$ cat src/rtl/adc_sar_ctrl_if.sv
// Signal bundle between the SAR controller and the analog macro / host.
// Slave modport is the controller side; master modport is the macro/host side.
interface adc_sar_ctrl_if #(
    parameter int N = 12
);
    logic         start;
    logic         ms_rdy;
    logic         ms_cmp;
    logic         ms_clk;
    logic         ms_sample;
    logic [N-1:0] ms_dac;
    logic         busy;
    logic         valid;
    logic [N-1:0] data;
    logic         abort;

    modport master (
        output start, ms_rdy, ms_cmp,
        input  ms_clk, ms_sample, ms_dac, busy, valid, data, abort
    );

    modport slave (
        input  start, ms_rdy, ms_cmp,
        output ms_clk, ms_sample, ms_dac, busy, valid, data, abort
    );
endinterface

$ cat src/rtl/adc_sar_ctrl.sv
// Successive-approximation ADC controller: track/hold, 2-cycle-per-bit binary search, result/abort pulses.
// Optional continuous mode is enabled by defining ADC_SAR_CTRL_CONT_EN (adds input cont).
module adc_sar_ctrl #(
    parameter int N          = 12,
    parameter int SAMPLE_CYC = 4
) (
    input  logic clk,
    input  logic rstn,
`ifdef ADC_SAR_CTRL_CONT_EN
    input  logic cont,
`endif
    adc_sar_ctrl_if.slave bus
);
    typedef enum logic [1:0] {IDLE, SAMPLE, CONVERT, DONE} state_t;

    localparam logic [7:0]   SAMPLE_LAST = 8'(SAMPLE_CYC - 1);
    localparam logic [N-1:0] MSB_MASK    = {1'b1, {(N-1){1'b0}}};

    state_t       r_state;
    logic [7:0]   r_cnt;
    logic         r_phase_b;
    logic [N-1:0] r_trial;
    logic [N-1:0] r_code;
    logic [N-1:0] r_dac;
    logic [N-1:0] r_data;
    logic         r_ms_clk;
    logic         r_sample;
    logic         r_busy;
    logic         r_valid;
    logic         r_abort;

    logic [N-1:0] w_keep;
    logic         w_cont;
    logic         w_rdy_lost;

`ifdef ADC_SAR_CTRL_CONT_EN
    assign w_cont = cont;
`else
    assign w_cont = 1'b0;
`endif

    // Code after the current bit decision: the trial bit takes the comparator result.
    genvar gi;
    generate
        for (gi = 0; gi < N; gi++) begin : g_keep
            assign w_keep[gi] = r_trial[gi] ? bus.ms_cmp : r_code[gi];
        end
    endgenerate

    assign w_rdy_lost = ((r_state == SAMPLE) || (r_state == CONVERT)) && !bus.ms_rdy;

    always_ff @(posedge clk) begin
        if (!rstn) begin
            r_state   <= IDLE;
            r_cnt     <= '0;
            r_phase_b <= 1'b0;
            r_trial   <= '0;
            r_code    <= '0;
            r_dac     <= '0;
            r_data    <= '0;
            r_ms_clk  <= 1'b0;
            r_sample  <= 1'b0;
            r_busy    <= 1'b0;
            r_valid   <= 1'b0;
            r_abort   <= 1'b0;
        end else begin
            r_valid <= 1'b0;
            r_abort <= 1'b0;
            if (w_rdy_lost) begin
                r_state  <= IDLE;
                r_abort  <= 1'b1;
                r_busy   <= 1'b0;
                r_sample <= 1'b0;
                r_ms_clk <= 1'b0;
                r_dac    <= '0;
            end else begin
                case (r_state)
                    IDLE: begin
                        if (bus.start && bus.ms_rdy) begin
                            r_state  <= SAMPLE;
                            r_sample <= 1'b1;
                            r_busy   <= 1'b1;
                            r_cnt    <= '0;
                        end
                    end
                    SAMPLE: begin
                        if (r_cnt == SAMPLE_LAST) begin
                            r_state   <= CONVERT;
                            r_sample  <= 1'b0;
                            r_code    <= '0;
                            r_trial   <= MSB_MASK;
                            r_dac     <= MSB_MASK;
                            r_ms_clk  <= 1'b1;
                            r_phase_b <= 1'b0;
                        end else begin
                            r_cnt <= r_cnt + 8'd1;
                        end
                    end
                    CONVERT: begin
                        if (!r_phase_b) begin
                            // Falling strobe makes the comparator latch; decision is read at end of phase B.
                            r_ms_clk  <= 1'b0;
                            r_phase_b <= 1'b1;
                        end else begin
                            r_code    <= w_keep;
                            r_phase_b <= 1'b0;
                            if (r_trial[0]) begin
                                r_state <= DONE;
                                r_dac   <= '0;
                            end else begin
                                r_trial  <= r_trial >> 1;
                                r_dac    <= w_keep | (r_trial >> 1);
                                r_ms_clk <= 1'b1;
                            end
                        end
                    end
                    DONE: begin
                        r_data  <= r_code;
                        r_valid <= 1'b1;
                        if (w_cont && bus.ms_rdy) begin
                            r_state  <= SAMPLE;
                            r_sample <= 1'b1;
                            r_cnt    <= '0;
                        end else begin
                            r_state <= IDLE;
                            r_busy  <= 1'b0;
                        end
                    end
                    default: r_state <= IDLE;
                endcase
            end
        end
    end

    assign bus.ms_clk    = r_ms_clk;
    assign bus.ms_sample = r_sample;
    assign bus.ms_dac    = r_dac;
    assign bus.busy      = r_busy;
    assign bus.valid     = r_valid;
    assign bus.data      = r_data;
    assign bus.abort     = r_abort;
endmodule
$ cat src/flat_wrapper.sv
// flat-port wrapper written by rule: the top's interface ports become plain ports
module adc_sar_ctrl_flat 
#(
    parameter int N          = 12,
    parameter int SAMPLE_CYC = 4
)
  (clk, rstn, bus_start, bus_ms_rdy, bus_ms_cmp, bus_ms_clk, bus_ms_sample, bus_ms_dac, bus_busy, bus_valid, bus_data, bus_abort);
  adc_sar_ctrl_if #(.N(N)) bus_i ();
  input  logic clk;
  input  logic rstn;
  input wire logic [$bits(bus_i.start)-1:0] bus_start;
  input wire logic [$bits(bus_i.ms_rdy)-1:0] bus_ms_rdy;
  input wire logic [$bits(bus_i.ms_cmp)-1:0] bus_ms_cmp;
  output wire logic [$bits(bus_i.ms_clk)-1:0] bus_ms_clk;
  output wire logic [$bits(bus_i.ms_sample)-1:0] bus_ms_sample;
  output wire logic [$bits(bus_i.ms_dac)-1:0] bus_ms_dac;
  output wire logic [$bits(bus_i.busy)-1:0] bus_busy;
  output wire logic [$bits(bus_i.valid)-1:0] bus_valid;
  output wire logic [$bits(bus_i.data)-1:0] bus_data;
  output wire logic [$bits(bus_i.abort)-1:0] bus_abort;
  assign bus_i.start = bus_start;
  assign bus_i.ms_rdy = bus_ms_rdy;
  assign bus_i.ms_cmp = bus_ms_cmp;
  assign bus_ms_clk = bus_i.ms_clk;
  assign bus_ms_sample = bus_i.ms_sample;
  assign bus_ms_dac = bus_i.ms_dac;
  assign bus_busy = bus_i.busy;
  assign bus_valid = bus_i.valid;
  assign bus_data = bus_i.data;
  assign bus_abort = bus_i.abort;
  adc_sar_ctrl #(.N(N), .SAMPLE_CYC(SAMPLE_CYC)) u_core (.clk(clk), .rstn(rstn), .bus(bus_i));
endmodule
$ cat config.mk
export PLATFORM = sky130hd
export DESIGN_NAME = adc_sar_ctrl_flat
export DESIGN_NICKNAME = d
export VERILOG_FILES = /design/src/rtl/adc_sar_ctrl_if.sv /design/src/rtl/adc_sar_ctrl.sv /design/src/flat_wrapper.sv
export SDC_FILE = /design/constraint.sdc
export NUM_CORES = 1
export LEC_CHECK = 0
export BUFFER_PORTS_ARGS = -buffer_cell sky130_fd_sc_hd__buf_2
export CAP_MARGIN = 20
export CORE_MARGIN = 4
export CORE_UTILIZATION = 60
export DETAILED_ROUTE_END_ITERATION = 10
export GPL_TIMING_DRIVEN = 0
export PLACE_DENSITY = 0.89
export SLEW_MARGIN = 20
export SYNTH_ARGS = -nofsm -noshare
export SYNTH_HDL_FRONTEND = slang
export SYNTH_SLANG_ARGS = --single-unit
$ cat constraint.sdc
create_clock -name clk -period 3.7 [get_ports clk]
set_input_delay 0.925 -clock clk [delete_from_list [all_inputs] [get_ports clk]]
set_output_delay 0.925 -clock clk [all_outputs]
set_load 0.02 [all_outputs]
==> results.txt, run 1 <==
The flow ran to the end, and the final reports show no timing, DRC or antenna violations. The filler cell count in the final layout is 355. The number of synthesized register bits is 64. The aggregate global routing overflow came out at 0. The mapped netlist covers 2930 um^2.

The tree built by TritonCTS fans out to 64 sinks. The final wirelength is 6.50 mm. The total count of hold-check failures in the final report is 0. The number of max-capacitance violations reported is 0.

The worst setup path is of the register to register kind. The number of synthesized flops with an enable pin came out at 0. The final total power came out at 0.00193 W. Once the clock tree was built, the resizer swapped 0 gates to a different size. The clock-pin transition on the worst setup and hold timing paths came out at 0.06 ns. The routability congestion estimate from global placement came out at 0.921. The H-tree was split into 3 levels. The total of endpoints with negative setup slack in the final report came out at 0.

The growth of design area from synthesis to finish is 13.5%. The static leakage power is 1.26 nW. Setup repair after global routing left no endpoint under its margin. Traced cell by cell, the critical path runs through inv_1 -> ha_1 -> clkbuf_1 -> nand2b_1 -> clkbuf_1 -> a31oi_1 -> a32o_1.

The core region area came out at 4720 um^2. The final cell area excluding filler cells is 3330 um^2. The first global-routing pass estimated 10.8 mm of wire.

The placement-stage cell area is 3180 um^2. The die covers 6070 um^2. At the later pin of the worst-skew pair, clock insertion delay measures 0.34 ns.

The relative slew slack is 39.2%. The die extent in y is 77.9 um. Among cell families on the critical path, the largest total delay comes from compound AO/OA/AOI/OAI gates. After Yosys synthesis, full adders, half adders and majority gates account for 2.99% of the synthesized area.

The most common cell after layout, fill and taps aside is sky130_fd_sc_hd__dfxtp_1. The mux share of post-synthesis cell area is 16.1%. For this run, asynchronously set or reset flops after synthesis account for 0%. The largest single stage delay on the critical path is 0.78 ns. The horizontal die dimension came out at 77.9 um. The routed length per instance is 15.3 um. For this configuration, the core starts out at a cell density of 62.1%. The DRC violation count after routing came out at 0.

The TritonCTS buffer count is 9. The transition time at the pin with the least slew margin came out at 0.908 ns. The path type of the worst min-delay path is register to register. The synthesized netlist net count is 323. The count of buffers inserted at the top-level ports came out at 33. Yosys printed 0 warnings.

CTS placed an instance of sky130_fd_sc_hd__clkbuf_8 at the clock tree root. In this run the biggest area consumer among cell types represents 43.7% of the synthesized area. The cell that appears most often on the critical path is sky130_fd_sc_hd__clkbuf_1. STA classifies the critical path endpoint as a register. In the finished design, the share of the clock period the worst path needs comes to 64.9%. Of the synthesized area, sequential elements account for 43.7%. The fraction of layout instances using a drive strength above 1 is 19.0%.

The CTS tree is done. In this run the post-CTS setup repair buffer count came out at 0. The average via count per standard cell came out at 5.86. The half-perimeter wire length of the detailed placement result came out at 4.76 mm. The residual antenna-violating net count after detailed routing came out at 0.

The pin count of the biggest net entering global routing is 11. In the synthesized netlist the dominant register cell turns out to be sky130_fd_sc_hd__dfxtp_1. The clock period minus final worst setup slack came out at 2.40 ns. After synthesis, the cell types taking the most area are sky130_fd_sc_hd__dfxtp_1 (44%), sky130_fd_sc_hd__mux2i_1 (12%), sky130_fd_sc_hd__nand2_1 (6.8%). In the layout the commonest cells are sky130_fd_sc_hd__dfxtp_1 (64), sky130_fd_sc_hd__nand2_1 (53), sky130_fd_sc_hd__mux2i_1 (36). The simple-gate share of the synthesized area came out at 17.4%.

The register area is 1280 um^2. The initialized floorplan defines 25 standard-cell rows. Static timing analysis puts the maximum clock frequency at 416 MHz. STA classifies the critical path startpoint as a register. Of all nets on the critical path, the largest fanout is 10.

The share of the synthesized netlist area taken by xor and xnor gates is 0%. The via count of the first global-routing pass came out at 2330. The count of pins over their slew limit was 0. The buffer and inverter count on the worst path is 3. The maximum vdd drop is 0.323 mV. The cell with the biggest individual delay on the critical path is sky130_fd_sc_hd__a31oi_1. The biggest area contributor in the post-synthesis netlist is sky130_fd_sc_hd__dfxtp_1.

The quantity of hold-fixing buffers added after cts is 0. The number of antenna cells inserted came out at 0. Data arrives at the worst endpoint at 2.68 ns. The worst clock skew is 0.00791 ns.

The combined area of the multi-input logic cells came out at 1550 um^2. The mean post-synth cell area came out at 9.43 um^2. Synthesis handed over a netlist of 311 instances. The overall track demand over capacity in global routing came out at 22.7%.

The setup TNS after final layout is 0 ns. The required arrival time at the worst endpoint came out at 3.98 ns. The via total after detailed routing is 2484. The initial DRC count is 220. The compound-cell area share of the yosys netlist came out at 16.3%.

The longest clock path from root to sink contains 2 buffers. The first-pass iteration count of the detailed router is 4. Power spread over the standard cell area amounts to 581 nW/um^2. The count of unique library cells instantiated by Yosys came out at 45.

After synthesis, the largest family of logic cells by area is simple AND/OR/NAND/NOR gates. In this run the register-to-register setup slack is 1.30 ns. The initial antenna violation count came out at 0. After the last flow step, the layout net total stands at 367. The I/O pin count is 34.
## layout make-up
cell class | instances | area share [%]
Buffer | 19 | 2.59
Tap cell | 67 | 2.52
Clock buffer | 11 | 3.95
Sequential cell | 64 | 38.5
Inverter | 5 | 0.564
Clock inverter | 2 | 0.301
Multi-Input combinational cell | 223 | 46.6
Timing Repair Buffer | 33 | 4.96
## stage by stage
stage / util, % / setup WS [ns] / cells / hold slack (ns)
2_1_floorplan: - / 1.58 / 311 / 0.460
3_3_place_gp: 67.4 / 1.33 / 411 / 0.443
3_5_place_dp: 67.4 / 1.27 / 411 / 0.443
4_1_cts: 70.4 / 1.31 / 424 / 0.458
5_1_grt: 70.5 / 1.07 / 424 / 0.484
6_report: 70.5 / 1.30 / 424 / 0.457
## where the power goes
part           switching, W  total, W  internal, W
sequential        0.0000354  0.000768     0.000733
clock              0.000242  0.000471     0.000229
combinational      0.000415  0.000695     0.000281
total              0.000692   0.00193      0.00124
## worst reg2reg max path, cell delays in order (launching register included)
cell and delay [ns]:
sky130_fd_sc_hd__dfxtp_1 0.40, sky130_fd_sc_hd__inv_1 0.11, sky130_fd_sc_hd__ha_1 0.28, sky130_fd_sc_hd__clkbuf_1 0.28, sky130_fd_sc_hd__nand2b_1 0.09, sky130_fd_sc_hd__clkbuf_1 0.19
sky130_fd_sc_hd__a31oi_1 0.78, sky130_fd_sc_hd__a32o_1 0.22
## final timing paths
path,from,endpoint,cells past startpoint
setup / recovery,u_core.r_state[1]$_SDFFE_PP0P_,u_core.r_code[6]$_SDFFE_PN0P_,7
hold / removal,u_core.bus.ms_dac[1]$_SDFFE_PP0P_,u_core.bus.ms_dac[1]$_SDFFE_PP0P_,2
setup reg to reg,u_core.r_state[1]$_SDFFE_PP0P_,u_core.r_code[6]$_SDFFE_PN0P_,7
hold reg to reg,u_core.bus.ms_dac[1]$_SDFFE_PP0P_,u_core.bus.ms_dac[1]$_SDFFE_PP0P_,2
## layer usage
layer	wire (um)	up-vias	share of wire, %	global-route usage, %
li1	-	1212	-	-
met1	2710	1182	42	25.5
met2	3340	71	51	40.1
met3	276	19	4.2	5.45
met4	176	0	2.7	10.8
met5	0	-	0	0
## kinds of logic after synthesis
| family | Yosys count |
|---|---|
| and+or+nand+nor | 105 |
| AOI/OAI and AO/OA | 65 |
| DFF | 64 |
| muxes | 46 |
| buffers and inverters | 24 |
| adders and majority gates | 7 |
## flip-flops by register name, indices dropped and copies added (netlist names)
| register | flops |
|---|---|
| u_core.bus.data | 12 |
| u_core.bus.ms_dac | 12 |
| u_core.r_code | 12 |
| u_core.r_trial | 12 |
| u_core.r_cnt | 8 |
| u_core.r_state | 2 |
| u_core.bus.abort | 1 |
| u_core.bus.busy | 1 |
| u_core.bus.ms_clk | 1 |
| u_core.bus.ms_sample | 1 |
| u_core.bus.valid | 1 |
| u_core.r_phase_b | 1 |
## cells in the mapped netlist (2+ instances only)
| master | n |
|---|---|
| sky130_fd_sc_hd__a21o_1 | 3 |
| sky130_fd_sc_hd__nor4b_1 | 2 |
| sky130_fd_sc_hd__mux2_2 | 10 |
| sky130_fd_sc_hd__nor3b_1 | 2 |
| sky130_fd_sc_hd__o311ai_0 | 2 |
| sky130_fd_sc_hd__a32o_1 | 10 |
| sky130_fd_sc_hd__clkbuf_1 | 16 |
| sky130_fd_sc_hd__nand3_1 | 6 |
| sky130_fd_sc_hd__a21oi_1 | 11 |
| sky130_fd_sc_hd__dfxtp_1 | 64 |
| sky130_fd_sc_hd__a31oi_1 | 4 |
| sky130_fd_sc_hd__nor3_1 | 2 |
| sky130_fd_sc_hd__o21ai_0 | 19 |
| sky130_fd_sc_hd__and2_1 | 2 |
| sky130_fd_sc_hd__and3_1 | 2 |
| sky130_fd_sc_hd__nand2_1 | 53 |
| sky130_fd_sc_hd__inv_1 | 4 |
| sky130_fd_sc_hd__nor2b_1 | 4 |
| sky130_fd_sc_hd__or4_2 | 2 |
| sky130_fd_sc_hd__ha_1 | 7 |
| sky130_fd_sc_hd__nor4_1 | 4 |
| sky130_fd_sc_hd__a311oi_1 | 2 |
| sky130_fd_sc_hd__nand2b_1 | 4 |
| sky130_fd_sc_hd__buf_4 | 2 |
| sky130_fd_sc_hd__mux2i_1 | 36 |
| sky130_fd_sc_hd__o22ai_1 | 2 |
| sky130_fd_sc_hd__a31o_2 | 2 |
| sky130_fd_sc_hd__nor2_1 | 17 |
No activity file was read; power rests on OpenSTA's default activity.
==> inputs of run 2 (changes only) <==
--- a/config.mk
+++ b/config.mk
@@ -8,10 +8,10 @@
 export BUFFER_PORTS_ARGS = -buffer_cell sky130_fd_sc_hd__buf_2
 export CAP_MARGIN = 20
 export CORE_MARGIN = 4
-export CORE_UTILIZATION = 60
+export CORE_UTILIZATION = 52
 export DETAILED_ROUTE_END_ITERATION = 10
 export GPL_TIMING_DRIVEN = 0
-export PLACE_DENSITY = 0.89
+export PLACE_DENSITY = 0.82
 export SLEW_MARGIN = 20
 export SYNTH_ARGS = -nofsm -noshare
 export SYNTH_HDL_FRONTEND = slang
==> constraint.sdc (replaced) <==
create_clock -name clk -period 2.2 [get_ports clk]
set_input_delay 0.55 -clock clk [delete_from_list [all_inputs] [get_ports clk]]
set_output_delay 0.55 -clock clk [all_outputs]
set_load 0.02 [all_outputs]
==> run 2 against run 1 <==
Net effect: the run now ends with negative setup slack left; cell area grew 6.9%; maximum frequency grew 8.3%; wire length increased by 2.2%; setup slack got worse by 1.3 ns; global-route usage decreased by 3.1 points; critical path depth did not move; final cell count is 3.8% higher; power is 98% higher; via count rose by 2.0%; critical path type unchanged; largest power group is now combinational cells.
==> results.txt, run 2 (synthesis results as in run 1) <==
The overall track demand over capacity in global routing came out at 19.6%. The longest clock path from root to sink contains 2 buffers. The quantity of hold-fixing buffers added after cts came out at 0. The worst setup path is launched from a register.

The total count of hold-check failures in the final report is 0. The transition time at the pin with the least slew margin is 1.08 ns. In this run, placement finished with an instance count of 416.

TritonCTS built the clock tree. In the final layout, flip-flops and latches occupy 1290 um^2. The total of endpoints with negative setup slack in the final report is 3.

Walking the worst path, the cells encountered are ha_4 -> or4b_4 -> o41ai_4 -> and4_4 -> buf_6 -> buf_6 -> mux2i_1. Across the run, the number of max-cap violations was 0. The kind of critical path is register to register.

Cells with a size suffix above 1 make up 25.5% of the layout. The HPWL after detailed placement is 4.62 mm. The relative slew slack came out at 27.9%. The final reports fail on negative setup slack. The global-route wire length before repair came out at 11.2 mm.

The count of pins over their slew limit came out at 0. The final total power came out at 0.00383 W. The signal arrival time at the worst endpoint is 2.49 ns.

The via count of the first global-routing pass came out at 2457. The buffer and inverter count on the worst path is 2. The flow ran to the end, but the final reports show violations. The final wirelength came out at 6.65 mm. Per report_power, the combinational group accounts for 37.4% of the total. The clock-pin transition on the worst setup and hold timing paths is 0.08 ns. The worst-case setup margin in the final layout is -0.0178 ns. The routed length per instance came out at 15.1 um. The initial antenna violation count is 0.

0 antenna diodes ended up in the layout. The worst setup path is captured at a register. The worst clock skew came out at 0.00744 ns. The cell area power density came out at 1080 nW/um^2.

At the end of routability-driven placement, the weighted congestion stood at 0.855. The effective utilization at floorplan came out at 53.6%. The die area came out at 6910 um^2. After the first detailed-routing iteration, the DRC count stood at 181.

The DRC violation count after routing came out at 0. The maximum level of the CTS H-tree came out at 3. The share of total power dissipated in sequential elements is 33.8%. Port buffering added 33 buffers. For this run, the top clock speed supported by timing is 451 MHz. The clock latency reported for the late side of the worst-skew pair came out at 0.35 ns. The cell sitting at the root of the clock tree is a sky130_fd_sc_hd__clkbuf_8. Setup repair after global routing could not meet its margin everywhere. The maximum vdd drop is 0.650 mV. The count of placed standard cells in the final layout, fillers left out is 440. The growth of design area from synthesis to finish is 21.3%. The tightest min-delay check is of the register to register type.

After floorplanning, the core was sized to cover 5470 um^2. The top cell types in the final layout, fill and taps aside, are sky130_fd_sc_hd__dfxtp_1 (61), sky130_fd_sc_hd__nand2_1 (52), sky130_fd_sc_hd__mux2i_1 (36). The maximum cell stage delay along the critical path came out at 0.49 ns.

Summing over every cut layer, the via total after detailed routing is 2533. The share of total power in the clock network is 28.8%. The cell with the biggest individual delay on the critical path is sky130_fd_sc_hd__or4b_4. The horizontal die dimension is 83.1 um. Summed over all nets, the switching power comes to 0.00131 W. The switching power as a share of total power came out at 34.2%.

The average via count per standard cell is 5.76. The static leakage power is 1.35 nW. The most frequent cell on the critical path is sky130_fd_sc_hd__buf_6. The number of clock buffers added by TritonCTS is 9. Leaving out fill and tap cells, the most frequent cell in the layout is sky130_fd_sc_hd__dfxtp_1. The total number of placement rows is 27. The worst-path maximum fanout is 5. After filler insertion, the fill cell instance count of the layout stands at 462. The die extent in y is 83.1 um. The clock net in this run drives a total of 64 sinks. The cell-internal power came out at 0.00252 W. Broken down by cell family, the worst path's largest delay share belongs to simple AND/OR/NAND/NOR gates. The net total in the final layout came out at 375. The setup TNS after final layout is -0.0234 ns. The count of nets left with antenna violations once routing finished came out at 0. The aggregate global routing overflow is 0. The pin count of the biggest net entering global routing is 13. The required arrival time at the worst endpoint came out at 2.47 ns. The clock period minus final worst setup slack came out at 2.22 ns. The hold slack is 0.461 ns. The first-pass iteration count of the detailed router came out at 4. The combined area of the multi-input logic cells came out at 1600 um^2. The part of the cycle the worst path needs is 101%. The post-layout utilization of the core is 65.0%.

The I/O pin count came out at 34.
[run 2: cell count changes in the layout (fill, tap and decap cells not counted), sizes merged]
cell | previous run | this run
clkbuf | 27 | 23
clkinv | 2 | 3
inv | 5 | 6
clkinvlp | 0 | 1
bufinv | 0 | 2
buf | 36 | 46
[run 2: worst paths after layout]
| check | startpoint | end | slack [ns] | cells past startpoint |
|---|---|---|---|---|
| worst max-delay path | u_core.r_cnt[1]$_SDFFE_PN0P_ | u_core.r_trial[1]$_SDFFE_PN0P_ | -0.02 | 7 |
| worst min-delay path | u_core.bus.ms_dac[7]$_SDFFE_PP0P_ | u_core.bus.ms_dac[7]$_SDFFE_PP0P_ | 0.46 | 2 |
| worst max register to register | u_core.r_cnt[1]$_SDFFE_PN0P_ | u_core.r_trial[1]$_SDFFE_PN0P_ | -0.02 | 7 |
| worst min register to register | u_core.bus.ms_dac[7]$_SDFFE_PP0P_ | u_core.bus.ms_dac[7]$_SDFFE_PP0P_ | 0.46 | 2 |
[run 2: layout make-up]
cell class / instances / area share [%]
buffer: 18 / 2.64
clock buffer: 9 / 3.48
clock inverter: 7 / 2.67
inverter: 5 / 0.527
multi-input combinational: 223 / 45.0
sequential: 64 / 36.3
tap: 72 / 2.53
timing repair buffer: 42 / 6.86
[run 2: per-stage QoR]
stage / setup slack (ns) / instance area (um^2)
after floorplan: 0.0764 / 2930
after detailed placement: -0.182 / 3190
final: -0.0178 / 3560
after global placement: -0.119 / 3190
after CTS: 0.00258 / 3450
after global routing: -0.0774 / 3560
[run 2: power by group through the flow]
stage | Combinational (W) | Clock [W] | Sequential [W]
global placement | 0.00113 | 0 | 0.00131
floorplan | 0.000877 | 0 | 0.00135
CTS | 0.00125 | 0.00113 | 0.00129
global route | 0.00156 | 0.00118 | 0.00130
finish | 0.00143 | 0.00110 | 0.00130
detailed placement | 0.00115 | 0 | 0.00132
[run 2: what timing repair did]
action                     CTS  global route
setup endpoints to repair   40            40
buffers inserted             2             5
pin swaps                    1             4
cloned                       1             1
gates resized for setup     10            20
[run 2: per-layer routing]
layer  share of wire [%]  global-route usage [%]  vias up
met1                  42                    22.5     1221
met2                  50                    34.3       66
li1                    -                       -     1227
met4                 2.6                    5.20        0
met3                 4.7                    7.04       19
met5                   0                       0        -
[run 2: worst reg2reg max path, stage by stage (launching register included)]
cell and delay, ns:
sky130_fd_sc_hd__dfxtp_4 0.37, sky130_fd_sc_hd__ha_4 0.14, sky130_fd_sc_hd__or4b_4 0.49, sky130_fd_sc_hd__o41ai_4 0.45, sky130_fd_sc_hd__and4_4 0.34, sky130_fd_sc_hd__buf_6 0.11
sky130_fd_sc_hd__buf_6 0.08, sky130_fd_sc_hd__mux2i_1 0.16
